===== config.mk =====
export PLATFORM = sky130hd
export DESIGN_NAME = multicycle_controller
export DESIGN_NICKNAME = d
export VERILOG_FILES = /design/src/rtl/cpu_pkg.sv /design/src/rtl/opcode_class_decode.sv /design/src/rtl/multicycle_controller.sv
export SDC_FILE = /design/constraint.sdc
export NUM_CORES = 1
export LEC_CHECK = 0
export BUFFER_PORTS_ARGS = -buffer_cell sky130_fd_sc_hd__buf_2
export CAP_MARGIN = 20
export CELL_PAD_IN_SITES_DETAIL_PLACEMENT = 0
export CELL_PAD_IN_SITES_GLOBAL_PLACEMENT = 2
export CORE_UTILIZATION = 23
export DETAILED_ROUTE_END_ITERATION = 12
export PLACE_DENSITY_LB_ADDON = 0.1
export REMOVE_ABC_BUFFERS = 1
export SYNTH_ARGS = -nofsm -noshare
export SYNTH_HDL_FRONTEND = slang
export SYNTH_SLANG_ARGS = --single-unit

===== constraint.sdc =====
create_clock -name clk -period 3.67 [get_ports clk]
set_clock_uncertainty 0.05 [all_clocks]
set_input_delay 0.367 -clock clk [delete_from_list [all_inputs] [get_ports clk]]
set_output_delay 0.367 -clock clk [all_outputs]
set_load 0.02 [all_outputs]

===== src/rtl/cpu_pkg.sv =====
// rtl/cpu_pkg.sv - shared encodings for the multi-cycle RISC controller
package cpu_pkg;

    localparam logic [5:0] OP_RTYPE = 6'b000000;
    localparam logic [5:0] OP_ADDI  = 6'b010000;
    localparam logic [5:0] OP_ANDI  = 6'b010001;
    localparam logic [5:0] OP_XORI  = 6'b010010;
    localparam logic [5:0] OP_BEQ   = 6'b010011;
    localparam logic [5:0] OP_BNE   = 6'b010100;
    localparam logic [5:0] OP_LW    = 6'b010101;
    localparam logic [5:0] OP_SW    = 6'b010110;
    localparam logic [5:0] OP_SLT   = 6'b010111;
    localparam logic [5:0] OP_SLTI  = 6'b011000;
    localparam logic [5:0] OP_J     = 6'b110000;

    localparam logic [2:0] ALU_ADD   = 3'b000;
    localparam logic [2:0] ALU_SUB   = 3'b001;
    localparam logic [2:0] ALU_FUNCT = 3'b010;
    localparam logic [2:0] ALU_ADDI  = 3'b011;
    localparam logic [2:0] ALU_AND   = 3'b100;
    localparam logic [2:0] ALU_XOR   = 3'b101;
    localparam logic [2:0] ALU_SLT   = 3'b110;

    localparam logic [1:0] SRCB_REG     = 2'b00;
    localparam logic [1:0] SRCB_FOUR    = 2'b01;
    localparam logic [1:0] SRCB_IMM     = 2'b10;
    localparam logic [1:0] SRCB_IMM_SH2 = 2'b11;

    localparam logic [1:0] PC_SRC_ALU    = 2'b00;
    localparam logic [1:0] PC_SRC_ALUOUT = 2'b01;
    localparam logic [1:0] PC_SRC_JUMP   = 2'b10;

    typedef enum logic [2:0] {
        S_IDLE,
        S_FETCH,
        S_DECODE,
        S_EXEC,
        S_MEM,
        S_WB,
        S_TRAP
    } state_t;

    typedef struct packed {
        logic rtype;
        logic alu_imm;
        logic load;
        logic store;
        logic branch;
        logic jump;
        logic illegal;
    } op_class_t;

endpackage


===== src/rtl/opcode_class_decode.sv =====
// rtl/opcode_class_decode.sv - maps the IR opcode to one-hot class flags and ALU op
module opcode_class_decode
    import cpu_pkg::*;
(
    input  logic [5:0] opcode,
    output op_class_t  cls,
    output logic [2:0] alu_op
);

    always_comb begin
        cls    = '0;
        alu_op = ALU_ADD;
        case (opcode)
            OP_RTYPE, OP_SLT: begin
                cls.rtype = 1'b1;
                alu_op    = ALU_FUNCT;
            end
            OP_ADDI: begin
                cls.alu_imm = 1'b1;
                alu_op      = ALU_ADDI;
            end
            OP_ANDI: begin
                cls.alu_imm = 1'b1;
                alu_op      = ALU_AND;
            end
            OP_XORI: begin
                cls.alu_imm = 1'b1;
                alu_op      = ALU_XOR;
            end
            OP_SLTI: begin
                cls.alu_imm = 1'b1;
                alu_op      = ALU_SLT;
            end
            OP_BEQ: begin
                cls.branch = 1'b1;
                alu_op     = ALU_SUB;
            end
            OP_LW:   cls.load  = 1'b1;
            OP_SW:   cls.store = 1'b1;
            OP_J:    cls.jump  = 1'b1;
            // BNE is deliberately unsupported and lands here with everything else
            default: cls.illegal = 1'b1;
        endcase
    end

endmodule


===== src/rtl/multicycle_controller.sv =====
// rtl/multicycle_controller.sv - multi-cycle sequencing FSM driving shared ALU and memory port
module multicycle_controller
    import cpu_pkg::*;
(
    input  logic       clk,
    input  logic       rst_n,
    input  logic       run,
    input  logic [5:0] ir_opcode,
    input  logic       mem_ready,
    output logic       mem_req,
    output logic       mem_we,
    output logic       i_or_d,
    output logic       ir_write,
    output logic       pc_write,
    output logic       pc_write_cond,
    output logic [1:0] pc_src,
    output logic       alu_src_a,
    output logic [1:0] alu_src_b,
    output logic [2:0] alu_op,
    output logic       reg_write,
    output logic       reg_dst,
    output logic       mem_to_reg,
    output logic       retire,
    output logic       trap
);

    state_t     state_q, state_d;
    op_class_t  cls;
    logic [2:0] dec_alu_op;
    state_t     after_retire;

    opcode_class_decode u_decode (
        .opcode (ir_opcode),
        .cls    (cls),
        .alu_op (dec_alu_op)
    );

    always_ff @(posedge clk or negedge rst_n) begin
        if (!rst_n) begin
            state_q <= S_IDLE;
        end else begin
            state_q <= state_d;
        end
    end

    assign after_retire = run ? S_FETCH : S_IDLE;

    always_comb begin
        state_d       = state_q;
        mem_req       = 1'b0;
        mem_we        = 1'b0;
        i_or_d        = 1'b0;
        ir_write      = 1'b0;
        pc_write      = 1'b0;
        pc_write_cond = 1'b0;
        pc_src        = PC_SRC_ALU;
        alu_src_a     = 1'b0;
        alu_src_b     = SRCB_REG;
        alu_op        = ALU_ADD;
        reg_write     = 1'b0;
        reg_dst       = 1'b0;
        mem_to_reg    = 1'b0;
        retire        = 1'b0;
        trap          = 1'b0;

        case (state_q)
            S_IDLE: begin
                if (run) state_d = S_FETCH;
            end
            S_FETCH: begin
                mem_req   = 1'b1;
                alu_src_b = SRCB_FOUR;
                ir_write  = mem_ready;
                pc_write  = mem_ready;
                if (mem_ready) state_d = S_DECODE;
            end
            S_DECODE: begin
                // Branch target is precomputed into ALUOut for a possible BEQ
                alu_src_b = SRCB_IMM_SH2;
                if (cls.jump) begin
                    pc_src   = PC_SRC_JUMP;
                    pc_write = 1'b1;
                    retire   = 1'b1;
                    state_d  = after_retire;
                end else if (cls.illegal) begin
                    state_d = S_TRAP;
                end else begin
                    state_d = S_EXEC;
                end
            end
            S_EXEC: begin
                alu_src_a = 1'b1;
                alu_op    = dec_alu_op;
                if (cls.rtype) begin
                    alu_src_b = SRCB_REG;
                    state_d   = S_WB;
                end else if (cls.alu_imm) begin
                    alu_src_b = SRCB_IMM;
                    state_d   = S_WB;
                end else if (cls.load || cls.store) begin
                    alu_src_b = SRCB_IMM;
                    state_d   = S_MEM;
                end else if (cls.branch) begin
                    alu_src_b     = SRCB_REG;
                    pc_write_cond = 1'b1;
                    pc_src        = PC_SRC_ALUOUT;
                    retire        = 1'b1;
                    state_d       = after_retire;
                end else begin
                    state_d = S_TRAP;
                end
            end
            S_MEM: begin
                mem_req = 1'b1;
                i_or_d  = 1'b1;
                mem_we  = cls.store;
                if (mem_ready) begin
                    if (cls.store) begin
                        retire  = 1'b1;
                        state_d = after_retire;
                    end else begin
                        state_d = S_WB;
                    end
                end
            end
            S_WB: begin
                reg_write  = 1'b1;
                reg_dst    = cls.rtype;
                mem_to_reg = cls.load;
                retire     = 1'b1;
                state_d    = after_retire;
            end
            S_TRAP: begin
                trap = 1'b1;
            end
            default: state_d = S_IDLE;
        endcase
    end

endmodule


* After elaboration in Yosys (flattened, before gate mapping)
Index checks and enable logic that the tools add are counted.
** Storage, ports and cells
- Flip-flop bits (word level) :: 3
- Output and inout port bits :: 19
- Bits of input ports :: 10
- Word-level logic and storage cells :: 77
** Cells by class
- Muxes and demuxes :: 49
- Bitwise operators :: 1
- Eq/ne operators :: 18
- Reductions and logical operators :: 8
** Operators with widths (number)
- 6-bit by 5-bit equality test with 1-bit output (second input constant) :: 8
- 3-bit two-way mux :: 11
- 1-bit two-way mux :: 28
- 3-bit one-hot mux with 7 select lines :: 1
- 3-bit one-hot mux with 6 select lines :: 1
- 10-bit OR reduction :: 1
- 3-bit equality test (second input constant) :: 3
- 2-bit two-way mux :: 4
- 3-bit by 2-bit equality test with 1-bit output (second input constant) :: 2
- 6-bit equality test (second input constant) :: 1
- 6-bit zero test :: 1
- 2-bit != test (second input constant) :: 3
- 2-bit one-hot mux with 3 select lines :: 1
- 1-bit one-hot mux with 4 select lines :: 1
- 2-bit one-hot mux with 2 select lines :: 1
- 4-bit AND reduction :: 1
- 2-bit OR reduction :: 2
- 4-bit OR reduction :: 1
- 3-bit by 1-bit equality test with 1-bit output (second input constant) :: 1
- 3-bit zero test :: 1
- 1-bit one-hot mux with 2 select lines :: 1
- 1-bit logical OR :: 1
- 1-bit NOT :: 1

* Longest topological paths before layout
Gate-level depths: netlist of run 1.
- Depth after elaboration :: 7
- Depth in mapped cells :: 7
- Mapped depth without buffers :: 6

* Hierarchy
Synthesis of run 1 repeated with hierarchy kept, for this count alone.
** Second synthesis, totals
- Cell total of the unflattened synthesis :: 98
- Area, all modules :: 708.2 um^2
** By module, submodules not included
- multicycle_controller :: instances 1, cells each 66, seq. area each 75.1 um^2, area each 506.7 um^2
- opcode_class_decode :: instances 1, cells each 32, seq. area each 0.0 um^2, area each 201.4 um^2

* Worst setup path before layout of run 1
No wires, ideal clock.
- Path kind :: input port to output port
- From :: input port ir_opcode[1]
- To :: output port pc_write
- Arrival :: 1.932 ns
- Cell stages on the path :: 6
- Path buffers :: 1
- Slack :: 1.321 ns
- Required time :: 3.253 ns
- Cells stage by stage :: buf_4 or3_4 nor2_4 nand3_1 nor3_1 or2_2
** On the way
- Cells in the longest elaborated chain, start to end :: 4
** Ends and longest elaborated chain
- from (decl) :: line multicycle_controller.sv:8 : input logic [5:0] ir_opcode,
- 6-bit equality test :: line opcode_class_decode.sv:13 : case (opcode)
- 1-bit two-way mux :: line opcode_class_decode.sv:13
- 1-bit two-way mux :: line multicycle_controller.sv:80 : if (cls.jump) begin
- 1-bit one-hot mux with 2 select lines :: line multicycle_controller.sv:66 : case (state_q)
- to (decl) :: line multicycle_controller.sv:14 : output logic pc_write,
No other way between the ends.

* Final worst setup path of run 1
- From :: input port ir_opcode[0]
- To :: output port retire
** On the way
- Cells in the longest elaborated chain, start to end :: 7
- Elaborated cells between the ends (all ways) :: 27
- Classes of those cells :: eq/ne (9); mux (14); reduce/logical (4)
** Ends and longest elaborated chain
- 6-bit by 5-bit equality test with 1-bit output :: line opcode_class_decode.sv:13
- 1-bit two-way mux :: line opcode_class_decode.sv:13
- 1-bit two-way mux or 1-bit logical OR (tied branches) :: line multicycle_controller.sv:103, multicycle_controller.sv:100
- 1-bit two-way mux :: line multicycle_controller.sv:100 : end else if (cls.load || cls.store) begin
- 1-bit two-way mux :: line multicycle_controller.sv:97 : end else if (cls.alu_imm) begin
- 1-bit two-way mux :: line multicycle_controller.sv:94 : if (cls.rtype) begin
- 1-bit one-hot mux with 4 select lines * :: line multicycle_controller.sv:66
- to (decl) :: line multicycle_controller.sv:23 : output logic retire,
Every way passes the cells marked *; elsewhere a longest branch is shown, timed or not.

==> run_results.csv, run 1 <==
group,metric,value,unit
run_status,status,"finished, final reports clean",
global_route,grt_pass1_vias,712,
drt,first_pass_iters,4,
worst_setup_path,worstPathRequired,3.25,ns
die,start_util,0.2442,
global_route,grt_usage,0.1577,
placed_design,place.gp.congestion,0.7557,
clocking,cts_buffer_depth,2,
drt,viasPerCell,4.842,
clocking,clk_latency,0.24,ns
power,p_sw_frac,0.5428,
die,dieArea,2865,µm²
layout,reg_top3,"state_q (3)",
timing,final-hold-violation-count,0,
clocking,root_buffer,"clkbuf_4",
global_route,antenna_found_initial,0,
drt,drc,0,
worst_setup_path,max_stage_delay,0.43,ns
timing,slew_viol_final,0,
worst_setup_path,path_max_fanout,9,
placed_design,dpl.hpwl,1472,µm
power,clkPwrFrac,0.145,
clocking,post-cts-setup-buffers,0,
power,leakagePower,0.3864,nW
min_path,hold_class,"in -> async",
logic_synthesis,yosys.area.top_type,"dfrtp_1",
layout,final_core_utilization,0.3083,
power,irDropWorstVdd,0.0002659,V
logic_synthesis,yosysSeqAreaShare,0.1230,
worst_setup_path,critical_path_class,"in -> out",
layout,layout_common_cells,"buf_2 (28), nor2_1 (15), nand2_1 (11)",
worst_setup_path,path_common_cell,"buf_2",
timing,tightest_slew,0.3733,ns
worst_setup_path,arrival,1.83,ns
power,power.switching,0.2217,mW
power,p_seq_frac,0.232,
logic_synthesis,synth-seq-cells,3,
die,fp-row-count,18,
die,die_y,53.53,µm
timing,finalCritPeriodShare,0.6113,
logic_synthesis,syn_inst,97,
layout,regMostFlops,"state_q",
die,fp.dieW,53.53,µm
global_route,grt_max_degree,15,
drt,routedWlPerCell,12.27,µm
timing,maxSlewHeadroom,0.7511,
logic_synthesis,ys_dominant_reg_cell,"dfrtp_1",
drt,drt_iter0_markers,16,
logic_synthesis,yosysTopAreaCellShare,0.1230,
timing,setup_viol,0,
drt,num_vias,736,
power,p_per_area,529.9,nW/µm²
die,io_pins,29,
logic_synthesis,synth-edff-count,0,
die,core,2500,µm²
logic_synthesis,synth_area_leaders,"dfrtp_1 (12%), nor2_1 (9.2%), nand2_1 (6.8%)",
placed_design,io_buffers,28,
logic_synthesis,syn_area_per_cell,6.295,µm²
job,drv_cap,0,
worst_setup_path,crit_slowest_cell,"or3_4",
timing,timing.fmax,445.8,MHz
clocking,path_clk_slew,0.04,ns
drt,routed_wl,1865,µm
global_route,grt_overflow_total,0,
worst_setup_path,worstSetupEndpointType,"output port",
global_route,grt_pass1_wl,3353,µm
layout,drive_gt1_frac,0.3115,
power,pwr-share-comb,0.623,
worst_setup_path,startpoint_type,"primary input",
layout,fillers,292,
timing,fin_tns_setup,0,ns
layout,largest_reg_flops,3,
layout,final_common_cell,"buf_2",
power,p_int,0.1867,mW
clocking,clock_sinks,3,
layout,nNetsFinal,133,
logic_synthesis,ys_types,34,
worst_setup_path,crit_chain,"buf_2, or3_4, nor2_4, nand3_1, mux2_2, o21ai_0, buf_2",
layout,antenna_cells,0,
logic_synthesis,async_flop_share,1.000,
drt,final_antenna_net_count,0,
clocking,post_cts_resized,0,
timing,period_minus_slack,2.243,ns
logic_synthesis,netlist_area,610.6,µm²
clocking,cts_buffers,3,
clocking,htree_levels,1,
layout,area_delta_synth_final,26.23,%
timing,rsz0062_at_grt,"false",
clocking,cts_tree,"done",
logic_synthesis,yosysWarningCount,0,
## cells in the mapped netlist, drive strengths merged (2+ instances only)
library cell	n
nor3	6
nor2	16
mux2	2
nor2b	2
o21ai	8
and3	2
nand2	11
or3	2
inv	6
a211o	2
nand2b	6
buf	5
o22ai	3
nor4	2
clkbuf	3
dfrtp	3
a21oi	6
## cell families (layout without fill, tap and decap cells)
family	Yosys count	in the layout	share of synthesized area
multiplexers	2	2	0.03688
AO/OA/AOI/OAI	25	25	0.2500
flip-flops	3	3	0.1229
buffers and inverters	14	39	0.1250
XOR/XNOR	1	1	0.01435
AND/OR/NAND/NOR	52	52	0.4508
## cell type report
cell class	count	area, µm²	share of cell area
clock buffer	4	26.28	0.03409
inverter	6	22.52	0.02922
multi-input combinational	80	459.2	0.5958
sequential	3	75.07	0.09740
tap	30	37.54	0.04870
timing repair buffer	29	150.1	0.1948
## power by group through the flow
stage / Sequential, mW / Combinational [mW] / Clock, mW
2_1_floorplan: 0.0813 / 0.179 / 0
3_3_place_gp: 0.0977 / 0.261 / 0
3_5_place_dp: 0.0968 / 0.256 / 0
4_1_cts: 0.0959 / 0.258 / 0.0604
5_1_grt: 0.102 / 0.288 / 0.0663
6_report: 0.0949 / 0.254 / 0.0591
## critical path, delay by kind of cell
kind                   cells  cell delay, ns
multiplexers               1            0.29
AO/OA/AOI/OAI              1            0.13
buffers and inverters      2            0.33
AND/OR/NAND/NOR            3            0.70
## through the flow
stage	instances	worst slack (ns)	total power, mW	hold WS [ns]	cell area (µm²)
detailed placement	147	1.426	0.3530	0.1151	734.5
global route	152	1.282	0.4560	0.4257	770.7
floorplan	89	1.456	0.2605	0.02141	556.8
global placement	147	1.437	0.3586	0.1107	734.5
finish	152	1.427	0.4084	0.4011	770.7
CTS	152	1.413	0.4145	0.4062	770.7
## final timing paths
check	start	cells past startpoint	slack, ns	to
min in group clk	mem_ready	3	0.47	state_q[1]
setup reg to reg	state_q[0]	6	2.11	state_q[2]
hold reg to reg	state_q[1]	2	0.74	state_q[0]
hold / removal	rst_n	2	0.40	state_q[2]
setup / recovery	ir_opcode[0]	7	1.43	retire
max in group asynchronous	rst_n	2	3.06	state_q[1]
## metal layers
metal  share of wire  vias to the layer above  wire length, µm  track usage
li1                -                      390                -            -
met1            0.50                      325              933       0.2168
met4          0.0054                        0               10      0.03947
met5               0                        -                0            0
met2            0.46                       19              856       0.2583
met3           0.034                        2               64      0.01724
## timing repair
action,in CTS,in global routing
hold buffers,1,0
endpoints found under the hold margin,3,0
endpoints found under the setup margin,0,0
Note: power is estimated with default switching activity, not from simulation.
==> inputs of run 2 (changes only) <==
--- a/config.mk
+++ b/config.mk
@@ -9,7 +9,7 @@
 export CAP_MARGIN = 20
 export CELL_PAD_IN_SITES_DETAIL_PLACEMENT = 0
 export CELL_PAD_IN_SITES_GLOBAL_PLACEMENT = 2
-export CORE_UTILIZATION = 23
+export CORE_UTILIZATION = 22
 export DETAILED_ROUTE_END_ITERATION = 12
 export PLACE_DENSITY_LB_ADDON = 0.1
 export REMOVE_ABC_BUFFERS = 1
==> constraint.sdc (replaced) <==
create_clock -name clk -period 2.27 [get_ports clk]
set_clock_uncertainty 0.05 [all_clocks]
set_input_delay 0.227 -clock clk [delete_from_list [all_inputs] [get_ports clk]]
set_output_delay 0.227 -clock clk [all_outputs]
set_load 0.02 [all_outputs]
==> run_results.csv, run 2 (same netlist as run 1, synthesis figures left out) <==
group,metric,value,unit
run_status,status,"finished, final reports clean",
power,p_seq_frac,0.233,
global_route,grt_pass1_vias,627,
drt,first_pass_iters,4,
power,p_per_area,859.8,nW/µm²
clocking,root_buffer,"clkbuf_4",
worst_setup_path,worstSetupEndpointType,"output port",
placed_design,place.gp.congestion,0.7764,
clocking,post_cts_resized,0,
die,fp-row-count,18,
timing,fin_tns_setup,0,ns
timing,timing.fmax,491.2,MHz
power,irDropWorstVdd,0.0005581,V
placed_design,dp_cells,149,
power,power.switching,0.3627,mW
timing,maxSlewHeadroom,0.7362,
drt,final_antenna_net_count,0,
power,clkPwrFrac,0.141,
die,start_util,0.2399,
clocking,clk_latency,0.24,ns
drt,viasPerCell,4.955,
layout,reg_top3,"state_q (3)",
global_route,antenna_found_initial,0,
worst_setup_path,critical_path_class,"in -> out",
global_route,grt_max_degree,15,
timing,fin_hold_ws,0.2631,ns
die,die_y,54.68,µm
layout,antenna_cells,0,
power,leakagePower,0.3957,nW
placed_design,post-place-ws,0.2722,ns
worst_setup_path,worstPathRequired,1.99,ns
global_route,grt_pass1_wl,2870,µm
die,io_pins,29,
worst_setup_path,ff2ff_setup_slack,0.82,ns
timing,slew_viol_final,0,
timing,final-hold-violation-count,0,
die,dieArea,2990,µm²
placed_design,dpl.hpwl,1439,µm
layout,nNetsFinal,135,
timing,period_minus_slack,2.036,ns
clocking,cts_buffer_depth,2,
die,fp.dieW,54.68,µm
layout,regMostFlops,"state_q",
layout,largest_reg_flops,3,
timing,rsz0062_at_grt,"false",
min_path,hold_class,"in -> async",
placed_design,io_buffers,28,
clocking,cts_buffers,3,
drt,drt_iter0_markers,11,
layout,layout_common_cells,"buf_2 (28), nor2_1 (15), nand2_1 (11)",
worst_setup_path,path_max_fanout,9,
timing,tightest_slew,0.3957,ns
power,p_int,0.3129,mW
worst_setup_path,r2r-start,"state_q[0]",
worst_setup_path,startpoint_type,"primary input",
power,totalPowerFinal,0.6756,mW
layout,final_common_cell,"buf_2",
job,drv_cap,0,
drt,num_vias,763,
clocking,cts_tree,"done",
layout,drive_gt1_frac,0.3226,
timing,setup_viol,0,
global_route,grt_overflow_total,0,
clocking,cts_hold_buf,1,
worst_setup_path,arrival,1.76,ns
clocking,post-cts-setup-buffers,0,
clocking,htree_levels,1,
timing,finalCritPeriodShare,0.8969,
global_route,grt_usage,0.1329,
die,core,2545,µm²
clocking,clock_sinks,3,
power,pwr-share-comb,0.626,
timing,timing.final.ws_setup,0.2340,ns
clocking,path_clk_slew,0.04,ns
drt,routedWlPerCell,11.90,µm
layout,area_delta_synth_final,28.69,%
worst_setup_path,r2r_cells,5,
layout,fin_cells,154,
power,p_sw_frac,0.5369,
worst_setup_path,regToRegEndpoint,"state_q[2]",
drt,drc,0,
drt,routed_wl,1832,µm
==> run 2: cell types whose count changed in the layout (fill, tap and decap cells not counted), sizes merged <==
cell and delta:
buf +2
==> run 2: layout make-up <==
class                      instances  area [µm²]
tap                               30       37.54
multi-input combinational         80       459.2
fill                             303        1759
inverter                           6       22.52
clock buffer                       4       26.28
sequential                         3       75.07
timing repair buffer              31       165.2
==> run 2: per-layer routing <==
| metal | vias to the layer above | global-route usage | part of all wire |
|---|---|---|---|
| li1 | 394 | - | - |
| met1 | 347 | 0.1958 | 0.48 |
| met2 | 22 | 0.1968 | 0.47 |
| met3 | 0 | 0.03333 | 0.053 |
| met4 | 0 | 0.01282 | 0 |
| met5 | - | 0 | 0 |
==> run 2: worst max-delay path by stage <==
stage	slack (ns)	cells after the start	to	start
after CTS	0.26	7	retire	ir_opcode[0]
after global placement	0.29	7	retire	ir_opcode[0]
after global routing	0.11	7	retire	ir_opcode[0]
after floorplan	0.34	5	pc_write	ir_opcode[0]
final	0.23	7	retire	ir_opcode[0]
after detailed placement	0.27	7	retire	ir_opcode[0]
==> run 2: stage by stage <==
stage          instance area, µm²  utilization
2_1_floorplan               556.8            -
3_3_place_gp                749.5       0.2945
3_5_place_dp                749.5       0.2945
4_1_cts                     785.8       0.3088
5_1_grt                     785.8       0.3088
6_report                    785.8       0.3088
==> run 2: worst max-delay path, cell delays in order <==
cell     delay [ns]
buf_2          0.15
or3_4          0.43
nor2_4         0.12
nand3_1        0.17
mux2_2         0.31
o21ai_0        0.15
buf_2          0.19
==> run 2: power by group through the flow <==
stage          Clock, mW  Combinational (mW)  Sequential, mW
2_1_floorplan          0               0.290           0.131
3_3_place_gp           0               0.435           0.160
3_5_place_dp           0               0.424           0.156
4_1_cts           0.0982               0.427           0.156
5_1_grt            0.110               0.471           0.170
6_report          0.0952               0.423           0.157
